===== config.mk =====
export PLATFORM = sky130hd
export DESIGN_NAME = alu_selftest_driver
export DESIGN_NICKNAME = d
export VERILOG_FILES = /design/src/rtl/alu_selftest_driver.sv
export SDC_FILE = /design/constraint.sdc
export NUM_CORES = 1
export LEC_CHECK = 0
export ABC_AREA = 1
export CAP_MARGIN = 0
export CORE_UTILIZATION = 55
export CTS_BUF_LIST = sky130_fd_sc_hd__clkbuf_4 sky130_fd_sc_hd__clkbuf_8 sky130_fd_sc_hd__clkbuf_16
export CTS_CLUSTER_SIZE = 14
export DETAILED_ROUTE_END_ITERATION = 8
export PLACE_DENSITY = 0.77
export SLEW_MARGIN = 10
export SYNTH_ARGS = -nofsm -noshare
export SYNTH_HDL_FRONTEND = slang
export SYNTH_SLANG_ARGS = --single-unit

===== constraint.sdc =====
create_clock -name clk -period 2.75 [get_ports clk]
set_clock_uncertainty 0.1 [all_clocks]
set_input_delay 0.55 -clock clk [delete_from_list [all_inputs] [get_ports clk]]
set_output_delay 0.55 -clock clk [all_outputs]
set_load 0.01 [all_outputs]

===== src/rtl/alu_selftest_driver.sv =====
// Built-in self test initiator for the small ALU: sweeps every {opcode, b, a} vector once,
// checks each result against a golden model and reports error count, first failing index and pass.
module alu_selftest_driver #(
  parameter int WIDTH   = 4,
  parameter int LATENCY = 1,
  parameter int ERRW    = 8
) (
  input  logic                 clk,
  input  logic                 rst_n,
  input  logic                 start,
  output logic [WIDTH-1:0]     op_a,
  output logic [WIDTH-1:0]     op_b,
  output logic [2:0]           op_code,
  output logic                 alu_ena,
  input  logic [WIDTH-1:0]     alu_res,
  input  logic                 alu_cb,
  input  logic                 alu_par,
  output logic                 busy,
  output logic                 done,
  output logic                 pass,
  output logic [ERRW-1:0]      err_count,
  output logic [2*WIDTH+2:0]   first_fail,
  output logic                 fail_seen,
  output logic [1:0]           dbg_state
);

  localparam int IW  = 2*WIDTH + 3;
  localparam int EW  = WIDTH + 2;
  localparam int PW  = 1 + IW + EW;
  localparam int DCW = 3;

  typedef enum logic [1:0] {IDLE = 2'd0, RUN = 2'd1, DRAIN = 2'd2, DONE = 2'd3} state_t;

  state_t          state_q, state_d;
  logic [IW-1:0]   idx_q, idx_d;
  logic [DCW-1:0]  drain_q, drain_d;
  logic            cb_g_q, cb_g_d;
  logic            par_g_q, par_g_d;
  logic [ERRW-1:0] err_q, err_d;
  logic [IW-1:0]   ff_q, ff_d;
  logic            fs_q, fs_d;
  logic [PW-1:0]   pipe_q [LATENCY];
  logic [PW-1:0]   pipe_d [LATENCY];

  logic            accept;
  logic            issue;
  logic [WIDTH-1:0] va, vb, g_res;
  logic [2:0]      vop;
  logic            g_cb;
  logic [EW-1:0]   exp_now;
  logic            due;
  logic [IW-1:0]   due_idx;
  logic [EW-1:0]   due_exp;
  logic            mism;

  assign accept = start && (state_q == IDLE || state_q == DONE);
  assign issue  = (state_q == RUN);
  assign va     = idx_q[WIDTH-1:0];
  assign vb     = idx_q[2*WIDTH-1:WIDTH];
  assign vop    = idx_q[IW-1:2*WIDTH];

  // Golden ALU: carry is sticky across logic ops, parity reports the previous vector's result.
  always_comb begin
    g_res = '0;
    g_cb  = cb_g_q;
    case (vop)
      3'd0: {g_cb, g_res} = {1'b0, va} + {1'b0, vb};
      3'd1: {g_cb, g_res} = {1'b0, va} - {1'b0, vb};
      3'd2: g_res = va & vb;
      3'd3: g_res = va | vb;
      3'd4: g_res = va ^ vb;
      3'd5: g_res = ~(va | vb);
      3'd6: g_res = ~va;
      default: g_res = vb;
    endcase
    exp_now = {g_res, g_cb, par_g_q};
  end

  assign due     = pipe_q[LATENCY-1][PW-1];
  assign due_idx = pipe_q[LATENCY-1][PW-2:EW];
  assign due_exp = pipe_q[LATENCY-1][EW-1:0];
  assign mism    = due && ({alu_res, alu_cb, alu_par} != due_exp);

  // Next-state process
  always_comb begin
    state_d = state_q;
    idx_d   = idx_q;
    drain_d = drain_q;
    case (state_q)
      IDLE, DONE: begin
        if (start) begin
          state_d = RUN;
          idx_d   = '0;
        end
      end
      RUN: begin
        if (idx_q == {IW{1'b1}}) begin
          state_d = DRAIN;
          drain_d = '0;
        end else begin
          idx_d = idx_q + 1'b1;
        end
      end
      default: begin
        if (drain_q == DCW'(LATENCY - 1)) state_d = DONE;
        else drain_d = drain_q + 1'b1;
      end
    endcase
  end

  // Checker datapath: golden state, expectation delay line, error bookkeeping.
  always_comb begin
    cb_g_d  = cb_g_q;
    par_g_d = par_g_q;
    err_d   = err_q;
    ff_d    = ff_q;
    fs_d    = fs_q;
    pipe_d[0] = {issue, idx_q, exp_now};
    for (int i = 1; i < LATENCY; i++) pipe_d[i] = pipe_q[i-1];
    if (issue) begin
      cb_g_d  = g_cb;
      par_g_d = ^g_res;
    end
    if (mism) begin
      if (err_q != {ERRW{1'b1}}) err_d = err_q + 1'b1;
      if (!fs_q) begin
        ff_d = due_idx;
        fs_d = 1'b1;
      end
    end
    if (accept) begin
      cb_g_d  = 1'b0;
      par_g_d = 1'b0;
      err_d   = '0;
      ff_d    = '0;
      fs_d    = 1'b0;
      for (int i = 0; i < LATENCY; i++) pipe_d[i] = '0;
    end
  end

  always_ff @(posedge clk or negedge rst_n) begin
    if (!rst_n) begin
      state_q <= IDLE;
      idx_q   <= '0;
      drain_q <= '0;
      cb_g_q  <= 1'b0;
      par_g_q <= 1'b0;
      err_q   <= '0;
      ff_q    <= '0;
      fs_q    <= 1'b0;
      for (int i = 0; i < LATENCY; i++) pipe_q[i] <= '0;
    end else begin
      state_q <= state_d;
      idx_q   <= idx_d;
      drain_q <= drain_d;
      cb_g_q  <= cb_g_d;
      par_g_q <= par_g_d;
      err_q   <= err_d;
      ff_q    <= ff_d;
      fs_q    <= fs_d;
      for (int i = 0; i < LATENCY; i++) pipe_q[i] <= pipe_d[i];
    end
  end

  // Output process
  always_comb begin
    op_a       = issue ? va  : '0;
    op_b       = issue ? vb  : '0;
    op_code    = issue ? vop : '0;
    alu_ena    = (state_q == RUN) || (state_q == DRAIN);
    busy       = alu_ena;
    done       = (state_q == DONE);
    pass       = done && (err_q == '0);
    err_count  = err_q;
    first_fail = ff_q;
    fail_seen  = fs_q;
    dbg_state  = state_q;
  end

endmodule


==> impl_metrics.env <==
export IMPL_outcome="finished clean"
export IMPL_pre_cts_slack_ns=0.153
export IMPL_syn_num_nets=464
export IMPL_synth_edf_count=0
export IMPL_insertion_delay_ns=0.31
export IMPL_min_period_ns=2.52
export IMPL_setup_viol=0
export IMPL_cts_resized=0
export IMPL_synthFlopType="dfrtp_1"
export IMPL_drtAntennaViolNets=0
export IMPL_fp_row_count=28
export IMPL_area_growth_synth_to_final_pct=18.0
export IMPL_final_common_cell="nand2_1"
export IMPL_slew_viol_final=0
export IMPL_dieArea_sq_mm=0.00649
export IMPL_cts_root_buf="clkbuf_8"
export IMPL_cts_max_level=2
export IMPL_final_core_util=0.676
export IMPL_fin_cells=553
export IMPL_grt_pass1_vias=2769
export IMPL_gp_congestion=0.921
export IMPL_rr_worst_depth=13
export IMPL_cp_max_fo=14
export IMPL_netlist_area_sq_mm=0.00339
export IMPL_hpwlAfterDp_mm=5.47
export IMPL_fin_nets=508
export IMPL_routed_wl_mm=7.12
export IMPL_seq_area_frac_synth=0.413
export IMPL_layout_common_cells="nand2_1 (95), inv_1 (63), dfrtp_1 (56)"
export IMPL_p_seq_frac=0.374
export IMPL_cp_end_kind="primary output"
export IMPL_synthArstFlopShare=1.00
export IMPL_layout_drive_gt1_share=0.0649
export IMPL_rsz0062_at_grt="no"
export IMPL_worstPathArrival_ns=1.87
export IMPL_via_count=2939
export IMPL_worstMarginPinSlew_ns=0.687
export IMPL_p_per_area_mw_per_mm2=697
export IMPL_hp_class="input pin to asynchronous set/reset pin"
export IMPL_grt_util_all_layers=0.249
export IMPL_p_sw_frac=0.414
export IMPL_fmax_ghz=0.396
export IMPL_drc_errors=0
export IMPL_path_clk_slew_ns=0.10
export IMPL_cts_tree="built"
export IMPL_cts_hold_buf=0
export IMPL_slew_headroom=0.540
export IMPL_synth_cell_types=41
export IMPL_dp_cells=545
export IMPL_numCtsBuffers=5
export IMPL_io_pins=46
export IMPL_grt_pass1_wl_mm=12.4
export IMPL_grt_max_degree=30
export IMPL_wire_per_inst_um=12.9
export IMPL_firstDrtPassIters=4
export IMPL_cap_viol_max_count=0
export IMPL_clock_path_buffers=2
export IMPL_first_iter_violations=157
export IMPL_yosys_warnings=0
export IMPL_crit_type="flip-flop to primary output"
export IMPL_antennaDiodeCount=0
export IMPL_grt_ovfl_total=0
export IMPL_syn_instance_count=433
export IMPL_routed_via_density=5.31
export IMPL_antenna_found_initial=0
export IMPL_portBuffers=45
export IMPL_critPathLaunchType="flip-flop"
export IMPL_vdd_ir_drop_max_mv=0.533
export IMPL_yosys_register_bits=56
export IMPL_rrSetupSlack_ns=0.37
export IMPL_internal_power_w=0.00163
export IMPL_die_x_um=80.5
export IMPL_start_util=0.573
export IMPL_finalHoldViolCount=0
export IMPL_reg2reg_from="idx_q[4]$_DFFE_PN0P_"
export IMPL_setup_tns_ns=0
export IMPL_syn_area_per_cell_sq_um=7.84
export IMPL_post_cts_setup_buffer_count=0
export IMPL_core_area_sq_mm=0.00592
export IMPL_r2r_end="par_g_q$_DFFE_PN0P_"
export IMPL_required_ns=2.10
export IMPL_p_clk_frac=0.163
export IMPL_die_h_um=80.5
export IMPL_timing_final_crit_share=0.918
export IMPL_crit_start="dbg_state[1]$_DFFE_PN0P_"
export IMPL_setup_ws_ns=0.226
export IMPL_combPwrFrac=0.463
export IMPL_switchingPower_w=0.00115
export IMPL_p_leak_nw=2.06
export IMPL_clock_sinks=56
==> final cells by class <==
cell class | count | area [sq um]
clock inverter | 3 | 23.8
fill | 518 | 1920
tap | 75 | 93.8
timing repair buffer | 51 | 505
inverter | 66 | 250
sequential | 56 | 1400
multi-input combinational | 297 | 1660
clock buffer | 5 | 68.8
==> registers in the layout, summed over array words and instances (netlist names) <==
name / cells
cb_g_q: 1
dbg_state: 2
drain_q: 3
err_count: 8
fail_seen: 1
first_fail: 11
idx_q: 11
par_g_q: 1
pipe_q: 18
==> synth_stat cells (2+ instances only) <==
| library cell | count | area [sq um] |
|---|---|---|
| nand2_1 | 95 | 357 |
| a211oi_1 | 3 | 22.5 |
| o21ai_0 | 12 | 60.1 |
| nor3b_1 | 2 | 15.0 |
| buf_4 | 3 | 22.5 |
| xor2_1 | 7 | 61.3 |
| dfrtp_1 | 56 | 1400 |
| buf_2 | 5 | 25.0 |
| nand2_2 | 3 | 18.8 |
| a21oi_1 | 11 | 55.1 |
| clkbuf_1 | 4 | 15.0 |
| inv_1 | 63 | 236 |
| fa_1 | 2 | 40.0 |
| ha_1 | 20 | 250 |
| nor2_1 | 47 | 176 |
| nand3b_1 | 2 | 15.0 |
| o31ai_1 | 5 | 37.5 |
| or2_1 | 2 | 12.5 |
| nand3_1 | 44 | 220 |
| buf_6 | 2 | 22.5 |
| nor3_1 | 7 | 35.0 |
| nand4_1 | 14 | 87.6 |
| o22ai_1 | 2 | 12.5 |
| nor2_4 | 3 | 33.8 |
| nand2_4 | 2 | 22.5 |
| o221ai_1 | 2 | 17.5 |
==> layer usage <==
layer	GRT usage	share of wire	vias to the layer above
li1	-	-	1482
met1	0.320	0.44	1351
met2	0.408	0.48	91
met3	0.0341	0.050	15
met4	0.121	0.028	0
met5	0	0	-
==> worst max-delay path, cell delays in order (launching register included) <==
cell	delay, ns
dfrtp_1	0.43
inv_1	0.09
ha_2	0.36
nand2_1	0.09
inv_1	0.07
clkdlybuf4s50_1	0.53
==> worst max path at each step <==
stage	endpoint	slack, ns	cells past startpoint
after floorplan	par_g_q$_DFFE_PN0P_	0.56	14
after global placement	first_fail[0]$_DFFE_PN0P_	0.21	10
after detailed placement	first_fail[7]$_DFFE_PN0P_	0.15	10
after CTS	pass	0.0003	3
after global routing	op_code[1]	0.05	5
final	op_code[1]	0.23	5
==> power groups by stage <==
stage | Combinational [W] | Sequential, W | Clock (W)
2_1_floorplan | 0.000852 | 0.00107 | 0
3_3_place_gp | 0.00127 | 0.00106 | 0
3_5_place_dp | 0.00129 | 0.00106 | 0
4_1_cts | 0.00130 | 0.00104 | 0.000470
5_1_grt | 0.00147 | 0.00106 | 0.000505
6_report | 0.00129 | 0.00104 | 0.000454
==> logic make-up after synthesis <==
| logic type | Yosys count | synth area share |
|---|---|---|
| adders and majority gates | 22 | 0.0855 |
| and+or+nand+nor | 225 | 0.303 |
| DFF | 56 | 0.413 |
| buffers and inverters | 80 | 0.0988 |
| AOI/OAI and AO/OA | 42 | 0.0785 |
| xor gates and xnor gates | 8 | 0.0206 |
==> metrics by stage <==
step,power [W],hold slack (ns),cell area (sq um)
2_1_floorplan,0.00192,0.154,3390
3_3_place_gp,0.00232,0.356,3910
3_5_place_dp,0.00235,0.358,3910
5_1_grt,0.00304,0.190,4000
4_1_cts,0.00281,0.163,4000
6_report,0.00279,0.150,4000
(Power assumes the default switching activity.)
